==> config.mk <==
export PLATFORM = sky130hd
export DESIGN_NAME = char_pixel_gen_flat
export DESIGN_NICKNAME = d
export VERILOG_FILES = /design/src/rtl/char_pixel_gen_if.sv /design/src/rtl/char_pixel_gen.sv /design/src/flat_wrapper.sv
export SDC_FILE = /design/constraint.sdc
export NUM_CORES = 1
export LEC_CHECK = 0
export ABC_CLOCK_PERIOD_IN_PS = 2310
export BUFFER_PORTS_ARGS = -buffer_cell sky130_fd_sc_hd__clkbuf_2
export CORE_MARGIN = 2
export CORE_UTILIZATION = 30
export DETAILED_ROUTE_END_ITERATION = 7
export GPL_TIMING_DRIVEN = 0
export PLACE_DENSITY = 0.55
export SLEW_MARGIN = 5
export SYNTH_ARGS = -nofsm -noshare
export SYNTH_HDL_FRONTEND = slang
export SYNTH_SLANG_ARGS = --single-unit
==> constraint.sdc <==
create_clock -name clk -period 2.31 [get_ports clk]
set_input_delay 0.1155 -clock clk [delete_from_list [all_inputs] [get_ports clk]]
set_output_delay 0.1155 -clock clk [all_outputs]
set_load 0.1 [all_outputs]
==> src/rtl/char_pixel_gen_if.sv <==
// Pixel stream between the VGA timing block and the text-mode pixel generator:
// raster coordinates go in, colour indices come back with the same sideband.
interface char_pixel_gen_if #(
  parameter int H_BITS = 10,
  parameter int V_BITS = 10
);
  logic              in_valid;
  logic              in_de;
  logic [H_BITS-1:0] h;
  logic [V_BITS-1:0] v;
  logic              out_valid;
  logic              out_de;
  logic [3:0]        pix_idx;

  modport master (
    output in_valid, in_de, h, v,
    input  out_valid, out_de, pix_idx
  );

  modport slave (
    input  in_valid, in_de, h, v,
    output out_valid, out_de, pix_idx
  );
endinterface

==> src/rtl/char_pixel_gen.sv <==
// Pipelined text-mode pixel generator: raster coordinate -> text RAM -> font ROM
// -> attribute colouring with blink and underline cursor, fixed 4-cycle latency.
module char_pixel_gen #(
  parameter int GLYPH_W      = 8,
  parameter int GLYPH_H      = 16,
  parameter int COLS         = 80,
  parameter int ROWS         = 30,
  parameter int H_BITS       = 10,
  parameter int V_BITS       = 10,
  parameter int ADDR_W       = 12,
  parameter int BLINK_FRAMES = 32
) (
  input  logic                           clk,
  input  logic                           rst_n,
  char_pixel_gen_if.slave                pix,
  input  logic                           frame_start,
  output logic [ADDR_W-1:0]              txt_addr,
  input  logic [15:0]                    txt_data,
  output logic [8+$clog2(GLYPH_H)-1:0]   font_addr,
  input  logic [GLYPH_W-1:0]             font_data,
  input  logic                           cursor_en,
  input  logic [7:0]                     cursor_col,
  input  logic [7:0]                     cursor_row
);
  localparam int LW = $clog2(GLYPH_W);
  localparam int LH = $clog2(GLYPH_H);

  logic [H_BITS-1:0] col_c;
  logic [V_BITS-1:0] row_c;
  logic              in_range_c;
  logic              cur_c;

  logic          s1_valid, s1_de, s1_rng, s1_cur;
  logic [LW-1:0] s1_xg;
  logic [LH-1:0] s1_yg;

  logic          s2_valid, s2_de, s2_rng, s2_cur;
  logic [LW-1:0] s2_xg;
  logic [7:0]    s2_attr;

  logic          s3_valid, s3_de, s3_rng, s3_cur, s3_glyph;
  logic [7:0]    s3_attr;

  logic [7:0]    frame_cnt;
  logic          blink_phase;
  logic [3:0]    fg, bg, pix_c;

  assign col_c      = pix.h >> LW;
  assign row_c      = pix.v >> LH;
  assign in_range_c = (32'(col_c) < COLS) && (32'(row_c) < ROWS);
  // Cursor position is resolved up front; blink gating happens in the last stage.
  assign cur_c      = cursor_en
                      && (32'(col_c) == 32'(cursor_col))
                      && (32'(row_c) == 32'(cursor_row))
                      && (32'(pix.v[LH-1:0]) >= GLYPH_H - 2);

  // Both memories are read from the registered addresses, so their data is
  // consumed by the stage that follows the address register.
  always_ff @(posedge clk) begin
    if (!rst_n) begin
      s1_valid      <= 1'b0;
      s1_de         <= 1'b0;
      s1_rng        <= 1'b0;
      s1_cur        <= 1'b0;
      s1_xg         <= '0;
      s1_yg         <= '0;
      txt_addr      <= '0;
      s2_valid      <= 1'b0;
      s2_de         <= 1'b0;
      s2_rng        <= 1'b0;
      s2_cur        <= 1'b0;
      s2_xg         <= '0;
      s2_attr       <= '0;
      font_addr     <= '0;
      s3_valid      <= 1'b0;
      s3_de         <= 1'b0;
      s3_rng        <= 1'b0;
      s3_cur        <= 1'b0;
      s3_glyph      <= 1'b0;
      s3_attr       <= '0;
      pix.out_valid <= 1'b0;
      pix.out_de    <= 1'b0;
      pix.pix_idx   <= '0;
    end else begin
      s1_valid      <= pix.in_valid;
      s1_de         <= pix.in_de;
      s1_rng        <= in_range_c;
      s1_cur        <= cur_c;
      s1_xg         <= pix.h[LW-1:0];
      s1_yg         <= pix.v[LH-1:0];
      txt_addr      <= in_range_c ? ADDR_W'(32'(row_c) * COLS + 32'(col_c)) : '0;

      s2_valid      <= s1_valid;
      s2_de         <= s1_de;
      s2_rng        <= s1_rng;
      s2_cur        <= s1_cur;
      s2_xg         <= s1_xg;
      s2_attr       <= txt_data[15:8];
      font_addr     <= {txt_data[7:0], s1_yg};

      s3_valid      <= s2_valid;
      s3_de         <= s2_de;
      s3_rng        <= s2_rng;
      s3_cur        <= s2_cur;
      s3_attr       <= s2_attr;
      s3_glyph      <= font_data[s2_xg];

      pix.out_valid <= s3_valid;
      pix.out_de    <= s3_de;
      pix.pix_idx   <= pix_c;
    end
  end

  assign fg = s3_attr[3:0];
  assign bg = {1'b0, s3_attr[6:4]};

  always_comb begin
    pix_c = bg;
    if (!s3_rng || !s3_de)
      pix_c = '0;
    else if (s3_cur && !blink_phase)
      pix_c = fg;
    else if (s3_attr[7] && blink_phase)
      pix_c = bg;
    else if (s3_glyph)
      pix_c = fg;
  end

  // Blink half-period counted in frames; the phase flips on the wrapping pulse.
  always_ff @(posedge clk) begin
    if (!rst_n) begin
      frame_cnt   <= '0;
      blink_phase <= 1'b0;
    end else if (frame_start) begin
      if (frame_cnt == 8'(BLINK_FRAMES - 1)) begin
        frame_cnt   <= '0;
        blink_phase <= ~blink_phase;
      end else begin
        frame_cnt <= frame_cnt + 8'd1;
      end
    end
  end
endmodule

==> src/flat_wrapper.sv <==
// flat-port wrapper written by rule: the top's interface ports become plain ports
module char_pixel_gen_flat 
#(
  parameter int GLYPH_W      = 8,
  parameter int GLYPH_H      = 16,
  parameter int COLS         = 80,
  parameter int ROWS         = 30,
  parameter int H_BITS       = 10,
  parameter int V_BITS       = 10,
  parameter int ADDR_W       = 12,
  parameter int BLINK_FRAMES = 32
)
  (clk, rst_n, frame_start, txt_addr, txt_data, font_addr, font_data, cursor_en, cursor_col, cursor_row, pix_in_valid, pix_in_de, pix_h, pix_v, pix_out_valid, pix_out_de, pix_pix_idx);
  char_pixel_gen_if #(.H_BITS(H_BITS), .V_BITS(V_BITS)) pix_i ();
  input  logic clk;
  input  logic rst_n;
  input  logic frame_start;
  output logic [ADDR_W-1:0] txt_addr;
  input  logic [15:0] txt_data;
  output logic [8+$clog2(GLYPH_H)-1:0] font_addr;
  input  logic [GLYPH_W-1:0] font_data;
  input  logic cursor_en;
  input  logic [7:0] cursor_col;
  input  logic [7:0] cursor_row;
  input wire logic [$bits(pix_i.in_valid)-1:0] pix_in_valid;
  input wire logic [$bits(pix_i.in_de)-1:0] pix_in_de;
  input wire logic [$bits(pix_i.h)-1:0] pix_h;
  input wire logic [$bits(pix_i.v)-1:0] pix_v;
  output wire logic [$bits(pix_i.out_valid)-1:0] pix_out_valid;
  output wire logic [$bits(pix_i.out_de)-1:0] pix_out_de;
  output wire logic [$bits(pix_i.pix_idx)-1:0] pix_pix_idx;
  assign pix_i.in_valid = pix_in_valid;
  assign pix_i.in_de = pix_in_de;
  assign pix_i.h = pix_h;
  assign pix_i.v = pix_v;
  assign pix_out_valid = pix_i.out_valid;
  assign pix_out_de = pix_i.out_de;
  assign pix_pix_idx = pix_i.pix_idx;
  char_pixel_gen #(.GLYPH_W(GLYPH_W), .GLYPH_H(GLYPH_H), .COLS(COLS), .ROWS(ROWS), .H_BITS(H_BITS), .V_BITS(V_BITS), .ADDR_W(ADDR_W), .BLINK_FRAMES(BLINK_FRAMES)) u_core (.clk(clk), .rst_n(rst_n), .pix(pix_i), .frame_start(frame_start), .txt_addr(txt_addr), .txt_data(txt_data), .font_addr(font_addr), .font_data(font_data), .cursor_en(cursor_en), .cursor_col(cursor_col), .cursor_row(cursor_row));
endmodule
==> results.py, run 1 <==
metrics = {
    "die": {
        "rows": 35,
        "die_w_um": 101.8,
        "die_h_um": 101.8,
        "ioPinCount": 96,
        "die_area_um2": 10370,
        "core_um2": 9284,
        "start_util_pct": 30.93,
    },
    "synth": {
        "async_reset_ff_share_pct": 0,
        "synth_top_flop_cell": "dfxtp_1",
        "synth_area_um2": 2872,
        "synth_seq_area_share_pct": 54.38,
        "synth_area_leaders": "dfxtp_1 54%, and2_1 13%, ha_1 5.2%, xnor2_1 4.6%, xor2_1 2.7%",
        "syn-instance-count": 259,
        "synth_edf_count": 0,
        "yosys_register_bits": 78,
        "synth_nets": 339,
        "synth_cell_types": 35,
        "yosysWarnings": 0,
        "yosys.area.top_type_share_pct": 54.38,
        "syn_area_per_cell_um2": 11.09,
        "synth_area_leader_cell": "dfxtp_1",
    },
    "clock_network": {
        "root_buffer": "clkbuf_8",
        "clkTransAtPathRegs_ns": 0.08,
        "cts_htree_levels": 3,
        "tritoncts": "yes",
        "cts.sinks": 78,
        "cts_buffers": 9,
        "cts_buffer_depth": 2,
        "clock_latency_ns": 0.34,
    },
    "routing": {
        "drc_errors": 0,
        "antenna_left": 0,
        "drt_first_iter_violations": 18,
        "post_drt_wl_per_cell_um": 11.26,
        "vias": 2123,
        "drtPass1Iterations": 4,
        "vias_per_cell": 4.044,
        "wl_mm": 5.911,
    },
    "timing": {
        "period_needed_ns": 1.959,
        "tightestPinTransition_ns": 0.5517,
        "finalHoldViolations": 0,
        "fin_crit_sh_pct": 84.82,
        "max_slew_margin_pct": 63.22,
        "fin_ws_ns": 0.3506,
        "fmax_mhz": 510.4,
        "rsz0062_at_grt": "no",
        "skew_ns": 0.006456,
        "drv_slew": 0,
        "setup_viol": 0,
    },
    "global_route": {
        "grt_pass1_vias": 2112,
        "grt_use_total_pct": 12.38,
        "grt_overflow": 0,
        "antenna_found_initial": 0,
        "grt_max_degree": 16,
        "grt_pass1_wl_mm": 9.860,
    },
    "finish": {
        "layout_commonest_cell": "clkbuf_2",
        "fin_nets": 471,
        "drive_gt1_share_pct": 29.55,
        "fin_area_um2": 3976,
        "mostFrequentLayoutCells": "94 x clkbuf_2, 78 x dfxtp_1, 60 x and2_1",
        "diodes": 0,
        "final_util_pct": 42.83,
        "nFillCells": 953,
        "area_delta_synth_final_pct": 38.47,
    },
    "run_status": {
        "status": "complete, no violations",
    },
    "power_and_ir_drop": {
        "vdd_drop_max_v": 0.0002814,
        "finalPower_uw": 2940,
        "power_leakage_uw": 0.001826,
        "power_per_cell_area_nw_per_um2": 739.5,
    },
    "min_path": {
        "hold_path_class": "in2reg",
        "hp-start": "pix_v[3]",
        "hold_depth": 2,
    },
    "setup_path": {
        "end_kind": "flop",
        "critPathKind": "in2reg",
        "worst-endpoint-required_ns": 2.54,
        "cp-start-kind": "input pin",
        "rr_worst_depth": 4,
        "crit_fanout": 5,
        "arrival_ns": 2.19,
        "rr_startpoint": "u_core.s3_glyph",
        "cp-startpoint": "pix_v[5]",
    },
    "placed_design": {
        "place_area_um2": 3503,
        "pre_cts_ws_ns": -0.007382,
        "io_buffers": 94,
        "dp_hpwl_mm": 4.384,
        "place_congestion": 0.8891,
    },
    "job": {
        "maxCapViolations": 0,
    },
}
==> final cells by class <==
cell class | count | area, µm² | share of cell area [%]
sequential | 78 | 1562 | 39.27
multi-input combinational | 169 | 1264 | 31.78
clock inverter | 7 | 78.83 | 1.982
inverter | 5 | 18.77 | 0.4720
clock buffer | 9 | 123.9 | 3.115
tap | 129 | 161.4 | 4.059
timing repair buffer | 121 | 740.7 | 18.63
buffer | 7 | 27.53 | 0.6923
==> report_power, final <==
group | internal (µW) | total (µW) | switching (µW)
sequential | 1400 | 1410 | 17.0
clock | 512 | 1040 | 525
combinational | 189 | 489 | 300
total | 2100 | 2940 | 842
==> logic make-up (layout without fill, tap and decap cells) <==
family | after synthesis | in the layout | synth area share (%)
flops | 78 | 78 | 54.38
xor+xnor | 25 | 25 | 8.148
fa+ha+maj | 14 | 14 | 6.623
mux | 8 | 8 | 3.834
buf+inv | 12 | 149 | 1.612
simple gates | 109 | 109 | 22.44
compound gates | 13 | 13 | 2.963
==> metal layers <==
| metal | part of all wire [%] | track usage (%) |
|---|---|---|
| met1 | 46 | 15.96 |
| met4 | 1.7 | 5.231 |
| met5 | 0 | 0 |
| met2 | 47 | 19.28 |
| met3 | 5.5 | 3.830 |
==> Yosys cell counts (4+ instances only) <==
cell type	instances
nand4_1	7
ha_1	12
dfxtp_1	78
mux2i_1	5
nor2b_1	5
xnor2_1	15
nand3_1	4
xor2_1	9
clkbuf_1	6
nand2_1	5
and2_1	60
nor2_1	13
inv_1	5
o21ai_0	4
==> flip-flops by register name, indices dropped and copies added, names as in the netlist, 3 cells and up <==
| name | cells |
|---|---|
| u_core.frame_cnt | 8 |
| u_core.txt_addr | 12 |
| u_core.s1_xg | 3 |
| u_core.pix.pix_idx | 4 |
| u_core.s2_xg | 3 |
| u_core.s3_attr | 8 |
| u_core.s1_yg | 4 |
| u_core.s2_attr | 8 |
| u_core.font_addr | 12 |
==> critical path, cell delays in order <==
cell and delay (ns):
clkbuf_2 0.14, ha_1 0.32, ha_1 0.22, fa_1 0.40
and3_4 0.19, or3_1 0.36, and3_1 0.19, mux2_4 0.25
==> through the flow <==
step	setup TNS, ns	cells	hold WS (ns)
final	0	525	0.01780
after global routing	0	525	0.01882
after CTS	0	525	0.005558
after detailed placement	-0.007382	482	0.3254
after global placement	0	482	0.3227
after floorplan	0	259	0.2372
==> worst paths after layout <==
path / endpoint / slack (ns)
max: u_core.txt_addr[11] / 0.35
min: u_core.s1_yg[3] / 0.02
max reg2reg: u_core.pix.pix_idx[0] / 1.06
min reg2reg: u_core.s2_xg[0] / 0.43
==> what timing repair did <==
| action | CTS | global route |
|---|---|---|
| resized for setup | 0 | 0 |
| hold buffers | 27 | 0 |
| buffers inserted | 0 | 0 |
| endpoints found under the hold margin | 27 | 0 |
No activity file was read; power rests on OpenSTA's default activity.
==> run 2, diff against run 1 <==
--- a/config.mk
+++ b/config.mk
@@ -5,7 +5,7 @@
 export SDC_FILE = /design/constraint.sdc
 export NUM_CORES = 1
 export LEC_CHECK = 0
-export ABC_CLOCK_PERIOD_IN_PS = 2310
+export ABC_CLOCK_PERIOD_IN_PS = 2050
 export BUFFER_PORTS_ARGS = -buffer_cell sky130_fd_sc_hd__clkbuf_2
 export CORE_MARGIN = 2
 export CORE_UTILIZATION = 30
==> constraint.sdc (replaced) <==
create_clock -name clk -period 2.05 [get_ports clk]
set_input_delay 0.1025 -clock clk [delete_from_list [all_inputs] [get_ports clk]]
set_output_delay 0.1025 -clock clk [all_outputs]
set_load 0.1 [all_outputs]
==> run 2 against run 1 <==
Compared with the run above:
- design area increased by 0.25%
- hold slack improved by 0.0051 ns
- register-to-register slack got worse by 0.26 ns
- global-route usage about the same
- worst setup slack got worse by 0.25 ns
- via count about the same
- cell count increased by 0.19%
- die area unchanged
- largest power group unchanged
- highest routed layer unchanged
==> results.py, run 2 (synthesis gave the netlist of run 1 again) <==
metrics = {
    "die": {
        "die_area_um2": 10370,
        "core_um2": 9284,
        "die_w_um": 101.8,
        "ioPinCount": 96,
        "start_util_pct": 30.93,
        "rows": 35,
        "die_h_um": 101.8,
    },
    "clock_network": {
        "cts_resized": 0,
        "tritoncts": "yes",
        "cts_htree_levels": 3,
        "cts.sinks": 78,
        "clock_latency_ns": 0.34,
        "clkTransAtPathRegs_ns": 0.08,
        "root_buffer": "clkbuf_8",
        "cts_buffers": 9,
        "cts_buffer_depth": 2,
    },
    "run_status": {
        "status": "complete, no violations",
    },
    "placed_design": {
        "place_congestion": 0.8891,
        "dp_hpwl_mm": 4.384,
        "place_area_um2": 3503,
        "dp.cells": 482,
        "io_buffers": 94,
    },
    "setup_path": {
        "rr_worst_depth": 4,
        "ff2ff_setup_slack_ns": 0.80,
        "worst-endpoint-required_ns": 2.28,
        "reg2reg_to": "u_core.pix.pix_idx[0]",
        "arrival_ns": 2.18,
        "end_kind": "flop",
        "crit_fanout": 5,
        "rr_startpoint": "u_core.s3_glyph",
        "cp-start-kind": "input pin",
        "critPathKind": "in2reg",
    },
    "timing": {
        "drv_slew": 0,
        "period_needed_ns": 1.946,
        "fmax_mhz": 513.8,
        "tightestPinTransition_ns": 0.5517,
        "rsz0062_at_grt": "no",
        "finalHoldViolations": 0,
        "skew_ns": 0.006456,
        "fin_crit_sh_pct": 94.94,
        "max_slew_margin_pct": 63.22,
        "setup-tns-final_ns": 0,
        "setup_viol": 0,
    },
    "power_and_ir_drop": {
        "finalPower_uw": 3315,
        "power_leakage_uw": 0.001830,
        "power_per_cell_area_nw_per_um2": 831.5,
        "vdd_drop_max_v": 0.0003171,
    },
    "finish": {
        "diodes": 0,
        "area_delta_synth_final_pct": 38.82,
        "fin_area_um2": 3986,
        "layout_commonest_cell": "clkbuf_2",
        "drive_gt1_share_pct": 29.47,
        "final_cells": 526,
        "reg_top3": "u_core.font_addr (12), u_core.txt_addr (12)",
        "mostFrequentLayoutCells": "94 x clkbuf_2, 78 x dfxtp_1, 60 x and2_1",
        "fin_nets": 472,
    },
    "job": {
        "maxCapViolations": 0,
    },
    "min_path": {
        "hold_path_class": "in2reg",
        "min_to": "u_core.txt_addr[2]",
        "hp-start": "pix_h[5]",
        "hold_depth": 2,
    },
    "routing": {
        "vias": 2122,
        "vias_per_cell": 4.034,
        "wl_mm": 5.918,
        "antenna_left": 0,
        "drc_errors": 0,
        "post_drt_wl_per_cell_um": 11.25,
        "drt_first_iter_violations": 17,
        "drtPass1Iterations": 4,
    },
    "global_route": {
        "grt_pass1_vias": 2112,
        "grt_pass1_wl_mm": 9.867,
        "antenna_found_initial": 0,
        "grt_use_total_pct": 12.40,
        "grt_max_degree": 16,
        "grt_overflow": 0,
    },
}
==> run 2: timing repair <==
action	in CTS	in global routing
hold endpoints to repair	28	0
hold buffers	28	0
buffers inserted	0	0
==> run 2: final cells by class <==
type,count,area [µm²]
fill,951,5298
sequential,78,1562
multi-input combinational,169,1264
timing repair buffer,122,750.7
tap,129,161.4
clock buffer,9,123.9
clock inverter,7,78.83
buffer,7,27.53
inverter,5,18.77
==> run 2: worst max path at each step <==
stage | end | slack (ns) | from | cells after the start
after floorplan | u_core.txt_addr[11] | 0.01 | pix_v[5] | 7
after global placement | u_core.txt_addr[11] | -0.21 | pix_v[5] | 8
after detailed placement | u_core.txt_addr[11] | -0.25 | pix_v[5] | 8
after CTS | u_core.txt_addr[11] | 0.13 | pix_v[5] | 8
after global routing | u_core.txt_addr[11] | 0.05 | pix_v[5] | 8
final | u_core.txt_addr[11] | 0.10 | pix_v[5] | 8
==> run 2: report_power, final <==
| group | total, µW | internal (µW) | switching (µW) |
|---|---|---|---|
| clock | 1170 | 577 | 591 |
| sequential | 1590 | 1570 | 19.2 |
| combinational | 552 | 214 | 338 |
| total | 3310 | 2370 | 949 |
==> run 2: metal layers <==
metal / GRT usage (%) / vias to the layer above / share of wire (%)
met3: 3.830 / 9 / 5.4
met4: 5.231 / 0 / 1.7
li1: - / 1126 / -
met5: 0 / - / 0
met2: 19.38 / 54 / 47
met1: 15.92 / 933 / 46
==> run 2: worst max-delay path, cell delays in order <==
cell and delay (ns):
clkbuf_2 0.14, ha_1 0.32, ha_1 0.22, fa_1 0.40
and3_4 0.19, or3_1 0.36, and3_1 0.19, mux2_4 0.25
==> run 2: stage by stage <==
| step | worst slack [ns] | hold WS, ns | util [%] |
|---|---|---|---|
| floorplan | 0.01367 | 0.2242 | - |
| global placement | -0.2118 | 0.3097 | 37.74 |
| detailed placement | -0.2544 | 0.3124 | 37.74 |
| CTS | 0.1297 | 0.003286 | 42.94 |
| global route | 0.04956 | 0.02034 | 42.94 |
| finish | 0.1036 | 0.02293 | 42.94 |
